==> config.mk <==
export PLATFORM = sky130hd
export DESIGN_NAME = ppi_port_handshake
export DESIGN_NICKNAME = d
export VERILOG_FILES = /design/src/rtl/ppi_pkg.sv /design/src/rtl/ppi_sync_edge.sv /design/src/rtl/ppi_port_handshake.sv
export SDC_FILE = /design/constraint.sdc
export NUM_CORES = 1
export LEC_CHECK = 0
export ABC_AREA = 1
export CAP_MARGIN = 30
export CORE_MARGIN = 10
export CORE_UTILIZATION = 48
export DETAILED_ROUTE_END_ITERATION = 10
export PLACE_DENSITY = 0.79
export SKIP_LAST_GASP = 1
export SYNTH_ARGS = -nofsm -noshare
export SYNTH_HDL_FRONTEND = slang
export SYNTH_SLANG_ARGS = --single-unit
==> constraint.sdc <==
create_clock -name clk -period 2.05 [get_ports clk]
set_input_delay 0.615 -clock clk [delete_from_list [all_inputs] [get_ports clk]]
set_output_delay 0.615 -clock clk [all_outputs]
set_load 0.1 [all_outputs]
==> src/rtl/ppi_pkg.sv <==
// Shared encodings for the 8255A-style port control stage: mode and direction
// values plus the default port width.
package ppi_pkg;

    localparam int PPI_WIDTH = 8;

    typedef enum logic {
        MODE0 = 1'b0,
        MODE1 = 1'b1
    } ppi_mode_e;

    typedef enum logic {
        DIR_OUT = 1'b0,
        DIR_IN  = 1'b1
    } ppi_dir_e;

endpackage

==> src/rtl/ppi_sync_edge.sv <==
// Multi-flop synchroniser for one asynchronous pad signal, with single-cycle
// rise/fall pulses derived from the synchronised level and a delayed copy.
module ppi_sync_edge #(
    parameter int   SYNC_STAGES = 2,
    parameter logic RESET_VAL   = 1'b1
) (
    input  logic clk,
    input  logic rst,
    input  logic async_in,
    output logic level,
    output logic rise,
    output logic fall
);

    logic [SYNC_STAGES-1:0] chain_reg;
    logic                   prev_reg;

    // Preset to the idle level so a reset never manufactures an edge.
    always_ff @(posedge clk or posedge rst) begin
        if (rst) begin
            chain_reg <= {SYNC_STAGES{RESET_VAL}};
            prev_reg  <= RESET_VAL;
        end else begin
            chain_reg <= {chain_reg[SYNC_STAGES-2:0], async_in};
            prev_reg  <= chain_reg[SYNC_STAGES-1];
        end
    end

    assign level = chain_reg[SYNC_STAGES-1];
    assign rise  = level & ~prev_reg;
    assign fall  = ~level & prev_reg;

endmodule

==> src/rtl/ppi_port_handshake.sv <==
// One PPI port: output latch, input latch and Mode 0/Mode 1 strobed handshake
// (STB/IBF/INTR for input, OBF/ACK/INTR for output) feeding the pad buffer.
module ppi_port_handshake
    import ppi_pkg::*;
#(
    parameter int WIDTH       = PPI_WIDTH,
    parameter int SYNC_STAGES = 2
) (
    input  logic             clk,
    input  logic             rst,
    input  logic             cfg_we,
    input  logic             cfg_mode,
    input  logic             cfg_dir,
    input  logic             inte_we,
    input  logic             inte_d,
    input  logic             wr_pulse,
    input  logic             rd_pulse,
    input  logic [WIDTH-1:0] cpu_wdata,
    output logic [WIDTH-1:0] cpu_rdata,
    input  logic [WIDTH-1:0] pin_in,
    output logic [WIDTH-1:0] pin_out,
    output logic [WIDTH-1:0] pin_oe,
    input  logic             stb_n,
    input  logic             ack_n,
    output logic             ibf,
    output logic             obf_n,
    output logic             intr,
    output logic             ovr
);

    ppi_mode_e        mode_reg, mode_next;
    ppi_dir_e         dir_reg, dir_next;
    logic             inte_reg, inte_next;
    logic [WIDTH-1:0] pin_out_reg, pin_out_next;
    logic [WIDTH-1:0] rdata_reg, rdata_next;
    logic [WIDTH-1:0] in_latch_reg, in_latch_next;
    logic             ibf_reg, ibf_next;
    logic             obf_n_reg, obf_n_next;
    logic             intr_reg, intr_next;
    logic             ovr_reg, ovr_next;

    logic             stb_level, stb_rise, stb_fall;
    logic             ack_level, ack_rise, ack_fall;
    logic [WIDTH-1:0] pin_sync_reg [SYNC_STAGES];
    logic [WIDTH-1:0] pin_sync;

    ppi_sync_edge #(
        .SYNC_STAGES (SYNC_STAGES),
        .RESET_VAL   (1'b1)
    ) u_stb_sync (
        .clk      (clk),
        .rst      (rst),
        .async_in (stb_n),
        .level    (stb_level),
        .rise     (stb_rise),
        .fall     (stb_fall)
    );

    ppi_sync_edge #(
        .SYNC_STAGES (SYNC_STAGES),
        .RESET_VAL   (1'b1)
    ) u_ack_sync (
        .clk      (clk),
        .rst      (rst),
        .async_in (ack_n),
        .level    (ack_level),
        .rise     (ack_rise),
        .fall     (ack_fall)
    );

    // Pad data only needs a level synchroniser; it is sampled on stb/rd events.
    generate
        for (genvar gi = 0; gi < SYNC_STAGES; gi++) begin : g_pin_sync
            always_ff @(posedge clk or posedge rst) begin
                if (rst) begin
                    pin_sync_reg[gi] <= '0;
                end else if (gi == 0) begin
                    pin_sync_reg[gi] <= pin_in;
                end else begin
                    pin_sync_reg[gi] <= pin_sync_reg[(gi == 0) ? 0 : gi-1];
                end
            end
        end
    endgenerate

    assign pin_sync = pin_sync_reg[SYNC_STAGES-1];

    always_comb begin
        mode_next     = mode_reg;
        dir_next      = dir_reg;
        inte_next     = inte_reg;
        pin_out_next  = pin_out_reg;
        rdata_next    = rdata_reg;
        in_latch_next = in_latch_reg;
        ibf_next      = ibf_reg;
        obf_n_next    = obf_n_reg;
        intr_next     = intr_reg;
        ovr_next      = ovr_reg;

        if (cfg_we) begin
            // A configuration write pre-empts every other event this cycle.
            mode_next    = ppi_mode_e'(cfg_mode);
            dir_next     = ppi_dir_e'(cfg_dir);
            pin_out_next = '0;
            ibf_next     = 1'b0;
            ovr_next     = 1'b0;
            intr_next    = 1'b0;
            obf_n_next   = 1'b1;
        end else begin
            if (inte_we) begin
                inte_next = inte_d;
            end
            if (wr_pulse) begin
                pin_out_next = cpu_wdata;
            end
            if (rd_pulse) begin
                if (dir_reg == DIR_IN) begin
                    rdata_next = (mode_reg == MODE1) ? in_latch_reg : pin_sync;
                end else begin
                    rdata_next = pin_out_reg;
                end
            end

            if (mode_reg == MODE0) begin
                ibf_next   = 1'b0;
                obf_n_next = 1'b1;
                intr_next  = 1'b0;
            end else if (dir_reg == DIR_IN) begin
                obf_n_next = 1'b1;
                if (rd_pulse) begin
                    ibf_next  = 1'b0;
                    intr_next = 1'b0;
                    ovr_next  = 1'b0;
                end
                // Strobe fall is applied after the read so a new byte is never lost.
                if (stb_fall) begin
                    in_latch_next = pin_sync;
                    ibf_next      = 1'b1;
                    if (ibf_reg) begin
                        ovr_next = 1'b1;
                    end
                end
                if (stb_rise && inte_reg && ibf_reg && !rd_pulse) begin
                    intr_next = 1'b1;
                end
            end else begin
                ibf_next = 1'b0;
                if (ack_fall) begin
                    obf_n_next = 1'b1;
                end
                if (ack_rise && inte_reg && obf_n_reg) begin
                    intr_next = 1'b1;
                end
                // A CPU write outranks a coincident acknowledge.
                if (wr_pulse) begin
                    obf_n_next = 1'b0;
                    intr_next  = 1'b0;
                end
            end

            if (!inte_reg) begin
                intr_next = 1'b0;
            end
        end
    end

    always_ff @(posedge clk or posedge rst) begin
        if (rst) begin
            mode_reg     <= MODE0;
            dir_reg      <= DIR_IN;
            inte_reg     <= 1'b0;
            pin_out_reg  <= '0;
            rdata_reg    <= '0;
            in_latch_reg <= '0;
            ibf_reg      <= 1'b0;
            obf_n_reg    <= 1'b1;
            intr_reg     <= 1'b0;
            ovr_reg      <= 1'b0;
        end else begin
            mode_reg     <= mode_next;
            dir_reg      <= dir_next;
            inte_reg     <= inte_next;
            pin_out_reg  <= pin_out_next;
            rdata_reg    <= rdata_next;
            in_latch_reg <= in_latch_next;
            ibf_reg      <= ibf_next;
            obf_n_reg    <= obf_n_next;
            intr_reg     <= intr_next;
            ovr_reg      <= ovr_next;
        end
    end

    assign pin_out   = pin_out_reg;
    assign pin_oe    = {WIDTH{dir_reg == DIR_OUT}};
    assign cpu_rdata = rdata_reg;
    assign ibf       = ibf_reg;
    assign obf_n     = obf_n_reg;
    assign intr      = intr_reg;
    assign ovr       = ovr_reg;

endmodule

==> impl_results.md, run 1 <==
* Clk_lat worst skew at 0.30 ns
* Lkg Pwr at 1.49 nW
* Cell area after layout at 0.00309 sq mm
* Post-CTS setup buffers at 0
* Nets at 300
* Hold buffers post-CTS at 0
* Cells after Synth at 223
* Finish-stage setup viols at 0
* Overflow after GRT at 0
* Clock skew at 0.00563 ns
* CTS resizes at 0
* Initial antenna violation count at 0
* Placed cell areas at 0.00300 sq mm
* Clk sinks at 53
* Crit path max fanout at 18
* Starting DRT DRC Count at 118
* Die Ht at 87.3 microns
* Syn Nets at 250
* Total CTS buffers at 5
* Synth cell types at 22
* Vias in the first global route at 1646
* HP Class: reg2reg
* Yosys top cell by area: dfrtp_1
* Max reg flops at 16
* I/O pin cnt at 55
* DRT Pass-1 Iters at 4
* Most frequent cells in the layout: nand2_1, dfrtp_1, buf_12
* Drt wl/cell at 15.0 microns
* First-pass GRT wire length at 8.04 mm
* Root Buffer: clkbuf_8
* Top post-synthesis cells by area: dfrtp_1, dfstp_2, nand2_1, nand3_1, inv_1
* Placer Congestion at 0.803
* CTS tree: done
* Status: finished, final reports clean
* Core Box Area at 0.00438 sq mm
* GRT Total Usage at 0.132
* Antenna diodes at 0
* Setup TNS Final at 0 ns
* Worst-margin pin slew at 0.558 ns
* Yosys warnings at 0
* Post-Syn Area at 0.00217 sq mm
* Sequential Area at 0.00134 sq mm
* # DRC at 0
* Power per standard cell area at 875 mW/mm^2
* H-tree levels at 2
* Deepest clock path buffer count at 2
* Synthesized area per cell at 9.75 sq um
* CP Data Arrival Time at 1.35 ns
* Routed Antenna Nets at 0
* CP Class: reg2out
* R2r setup slk at 0.56 ns
* RSZ-0062 raised after global routing: false
* Fin crit period at 1.97 ns
* FF+latch count, synth at 53
* FP Rows at 24
* Area of the multi-input gates at 609 sq um
* Syn-to-layout area delta at 42.1%
* Critical Path Start Type: flip-flop
* Routed vias/inst at 4.94
* Critical Path End Type: primary output
* Share of cells above drive strength 1 at 0.237
* Worst slew margin at 0.628
* Max frequency at 508 MHz
* Max IR drop VDD at 0.568 mV
* Period utilization at 0.960
* Die ar. at 0.00762 sq mm
* Largest net degree at the start of global routing at 42
* Maxcap violations at 0
* Port-buffer cells at 54
* Crit path required time at 1.43 ns
* Final hold violations at 0
* Final slew viol count at 0
* Final WL at 4.89 mm
* Clock slew seen by the registers of the worst setup and hold paths at 0.08 ns
* Die X at 87.3 microns
* Yosys top cell area share at 0.518
* Via Count at 1610
* Fill cells at 298
* Final HPWL DP at 3.76 mm
* Register area share after synthesis at 0.614
* Initial Utilization at 0.496
[routing by layer]
layer  wire (microns)  vias to the layer above  global-route usage
met5                0                        -                   0
met4               74                        0              0.0420
met3              262                        9              0.0346
met2             2540                       47               0.220
met1             2010                      763               0.162
li1                 -                      791                   -
[per-stage QoR]
stage | setup WS, ns | cells | hold slack (ns) | util | total power, mW
after floorplan | 0.162 | 223 | 0.331 | - | 1.81
after global placement | 0.112 | 318 | 0.334 | 0.684 | 2.13
after detailed placement | 0.0870 | 318 | 0.336 | 0.684 | 2.15
after CTS | 0.0833 | 326 | 0.355 | 0.705 | 2.72
after global routing | 0.0438 | 326 | 0.357 | 0.705 | 2.82
final | 0.0827 | 326 | 0.354 | 0.705 | 2.71
[cell type report]
| class | count | area share |
|---|---|---|
| inverters | 31 | 0.0385 |
| flip-flops and latches | 53 | 0.432 |
| repair buffers | 59 | 0.282 |
| well taps | 52 | 0.0211 |
| clock buffers | 8 | 0.0291 |
| multi-input cells | 123 | 0.197 |
[kinds of logic (layout without fill, tap and decap cells)]
logic type | count (synthesis) | after routing | synth area share
AND/OR/NAND/NOR | 91 | 91 | 0.192
AO/OA/AOI/OAI | 32 | 32 | 0.0880
flip-flops | 53 | 53 | 0.614
buffers and inverters | 47 | 98 | 0.105
[worst max-delay path: stages, from the launching register on]
cell     delay (ns)
dfstp_2        0.38
inv_2          0.41
buf_12         0.25
[cell usage after synthesis]
cell      n
a21oi_1  19
a31oi_1   1
buf_2     7
buf_4     7
buf_6     2
dfrtp_1  45
dfstp_2   8
inv_1    27
inv_2     3
inv_4     1
nand2_1  45
nand2_2   1
nand2_4   1
nand3_1  26
nand3_4   1
nor2_1   14
nor2_2    1
nor2_8    1
nor3_1    1
o21ai_0   1
o21ai_1   3
o21ai_2   8
[path summary, 6_finish.rpt]
check	end	start	depth (start not counted)
max reg2reg	in_latch_reg[5]	mode_reg	5
min	pin_sync[6]	pin_sync_reg[14]	0
max	pin_oe[3]	dir_reg	2
min in group asynchronous	pin_sync_reg[14]	rst	2
max in group asynchronous	u_ack_sync.chain_reg[1]	rst	3
min reg2reg	pin_sync[6]	pin_sync_reg[14]	0
[report_power, final]
part	leakage [nW]	switching [mW]	internal (mW)	total (mW)
registers	0.637	0.0831	1.15	1.24
logic	0.806	0.572	0.319	0.891
clock network	0.0455	0.302	0.276	0.577
(Power assumes the default switching activity.)
==> inputs of run 2 (changes only) <==
--- a/config.mk
+++ b/config.mk
@@ -8,9 +8,9 @@
 export ABC_AREA = 1
 export CAP_MARGIN = 30
 export CORE_MARGIN = 10
-export CORE_UTILIZATION = 48
+export CORE_UTILIZATION = 49
 export DETAILED_ROUTE_END_ITERATION = 10
-export PLACE_DENSITY = 0.79
+export PLACE_DENSITY = 0.81
 export SKIP_LAST_GASP = 1
 export SYNTH_ARGS = -nofsm -noshare
 export SYNTH_HDL_FRONTEND = slang
==> constraint.sdc (replaced) <==
create_clock -name clk -period 2.5 [get_ports clk]
set_input_delay 0.75 -clock clk [delete_from_list [all_inputs] [get_ports clk]]
set_output_delay 0.75 -clock clk [all_outputs]
set_load 0.1 [all_outputs]
==> impl_results.md, run 2 (same netlist as run 1, synthesis figures left out) <==
* Final hold violations at 0 (unchanged)
* Crit path required time at 1.75 ns (+0.32 ns)
* Finish-stage setup viols at 0 (unchanged)
* Routed vias/inst at 4.92 (-0.32%)
* Initial antenna violation count at 0 (unchanged)
* FP Rows at 24 (unchanged)
* CTS resizes at 0 (unchanged)
* Maxcap violations at 0 (unchanged)
* Crit path max fanout at 18 (unchanged)
* Worst R2R Start: mode_reg
* Overflow after GRT at 0 (unchanged)
* Final slew viol count at 0 (unchanged)
* Root Buffer: clkbuf_8
* Drt wl/cell at 14.2 microns (-5.1%)
* Most frequent cells in the layout: nand2_1, dfrtp_1, inv_1, nand3_1, clkdlybuf4s50_1
* Via Count at 1590 (-1.2%)
* Met2 usage at 0.214 (-0.00614)
* Final Util at 0.654 (-0.0513)
* Delay of the slowest critical-path stage at 0.39 ns (-0.02 ns)
* Nets at 297 (-1.0%)
* Max IR drop VDD at 0.393 mV (-31%)
* CP max-delay cell: dfstp_2
* H-tree levels at 2 (unchanged)
* CP Data Arrival Time at 1.35 ns (about the same)
* CP Class: reg2out
* Power per standard cell area at 761 mW/mm^2 (-13%)
* Placer Congestion at 0.825 (+2.7%)
* HP Class: reg2reg
* GR peak layer: met2
* Share of cells above drive strength 1 at 0.236 (-0.00106)
* Total CTS buffers at 5 (unchanged)
* Placed cell areas at 0.00273 sq mm (-9.1%)
* Routed Antenna Nets at 0 (unchanged)
* Clock skew at 0.0139 ns (+0.00826 ns)
* Fin crit period at 2.10 ns
* Starting DRT DRC Count at 82 (-31%)
* Clock slew seen by the registers of the worst setup and hold paths at 0.10 ns (+0.02 ns)
* First-pass GRT wire length at 7.53 mm (-6.4%)
* Critical Path Start: dir_reg
* Cell area after layout at 0.00283 sq mm (-8.5%)
* Period utilization at 0.838
* Hold Crit Start: pin_sync_reg[8]
* Die Ht at 86.6 microns (-0.80%)
* Initial Utilization at 0.503 (+0.00689)
* Clk sinks at 53 (unchanged)
* RSZ-0062 raised after global routing: false
* Syn-to-layout area delta at 30.0%
* Die ar. at 0.00750 sq mm (-1.6%)
* Die X at 86.6 microns (-0.80%)
* Max reg flops at 16 (unchanged)
* GRT Total Usage at 0.127 (-0.00498)
* Crit-path cells: inv_2 > buf_12
* Vias in the first global route at 1614 (-1.9%)
* Deepest clock path buffer count at 2 (unchanged)
* I/O pin cnt at 55 (unchanged)
* Met3 Use GR at 0.0394 (+0.00476)
* Core Box Area at 0.00432 sq mm (-1.4%)
* Worst-margin pin slew at 0.535 ns (-0.0227 ns)
* Antenna diodes at 0 (unchanged)
* Largest net degree at the start of global routing at 54 (+29%)
* Max frequency at 477 MHz
* Final HPWL DP at 3.48 mm (-7.4%)
* Post-CTS setup buffers at 0 (unchanged)
* Final WL at 4.60 mm (-6.0%)
* CTS tree: done
* Critical Path Start Type: flip-flop
* Hold buffers post-CTS at 0 (unchanged)
* # DRC at 0 (unchanged)
* Grt met1 use at 0.146 (-0.0158)
* Port-buffer cells at 54 (unchanged)
* DRT Pass-1 Iters at 4 (unchanged)
* Status: finished, final reports clean
* Lkg Pwr at 1.40 nW (-6.0%)
* Min Hold Slack at 0.355 ns (+0.000416 ns)
* Worst slew margin at 0.643 (+0.0152)
* Clk_lat worst skew at 0.31 ns (about the same)
* Setup TNS Final at 0 ns (unchanged)
* Critical Path End Type: primary output
[run 2: cell count changes in the layout (fill, tap and decap cells not counted), sizes merged]
cell	before	now
clkinvlp	0	1
buf	33	30
clkbuf	8	6
inv	31	32
[run 2: power by group]
group | switching [mW] | internal [mW] | total (mW)
Sequential | 0.0519 | 0.946 | 0.998
Combinational | 0.463 | 0.185 | 0.648
Clock | 0.276 | 0.228 | 0.504
[run 2: worst paths after layout]
path | to | slack (ns) | depth (start not counted)
hold / removal | pin_sync[0] | 0.35 | 0
hold reg to reg | pin_sync[0] | 0.35 | 0
setup reg to reg | in_latch_reg[4] | 1.00 | 5
max in group asynchronous | u_stb_sync.prev_reg | 1.42 | 3
min in group asynchronous | intr | 0.80 | 3
setup / recovery | pin_oe[1] | 0.40 | 2
[run 2: critical path: cells and delay by family (launching register included)]
kind                   cells  cell delay (ns)
buffers and inverters      2             0.63
DFF                        1             0.39
[run 2: final cells by class]
type	instances	area [sq um]
Fill cell	353	1500
Clock inverter	2	16.3
Sequential cell	53	1340
Inverter	31	119
Timing Repair Buffer	56	598
Tap cell	52	65.1
Multi-Input combinational cell	123	609
Clock buffer	6	82.6
[run 2: through the flow]
step / total power, mW / worst slack [ns] / instances
2_1_floorplan: 1.49 / 0.265 / 223
3_3_place_gp: 1.65 / 0.329 / 315
3_5_place_dp: 1.67 / 0.272 / 315
4_1_cts: 2.17 / 0.385 / 323
5_1_grt: 2.25 / 0.332 / 323
6_report: 2.15 / 0.404 / 323
[run 2: metal layers]
| metal | wire length [microns] | part of all wire |
|---|---|---|
| met1 | 1910 | 0.42 |
| met2 | 2360 | 0.51 |
| met3 | 234 | 0.051 |
| met4 | 87 | 0.019 |
| met5 | 0 | 0 |
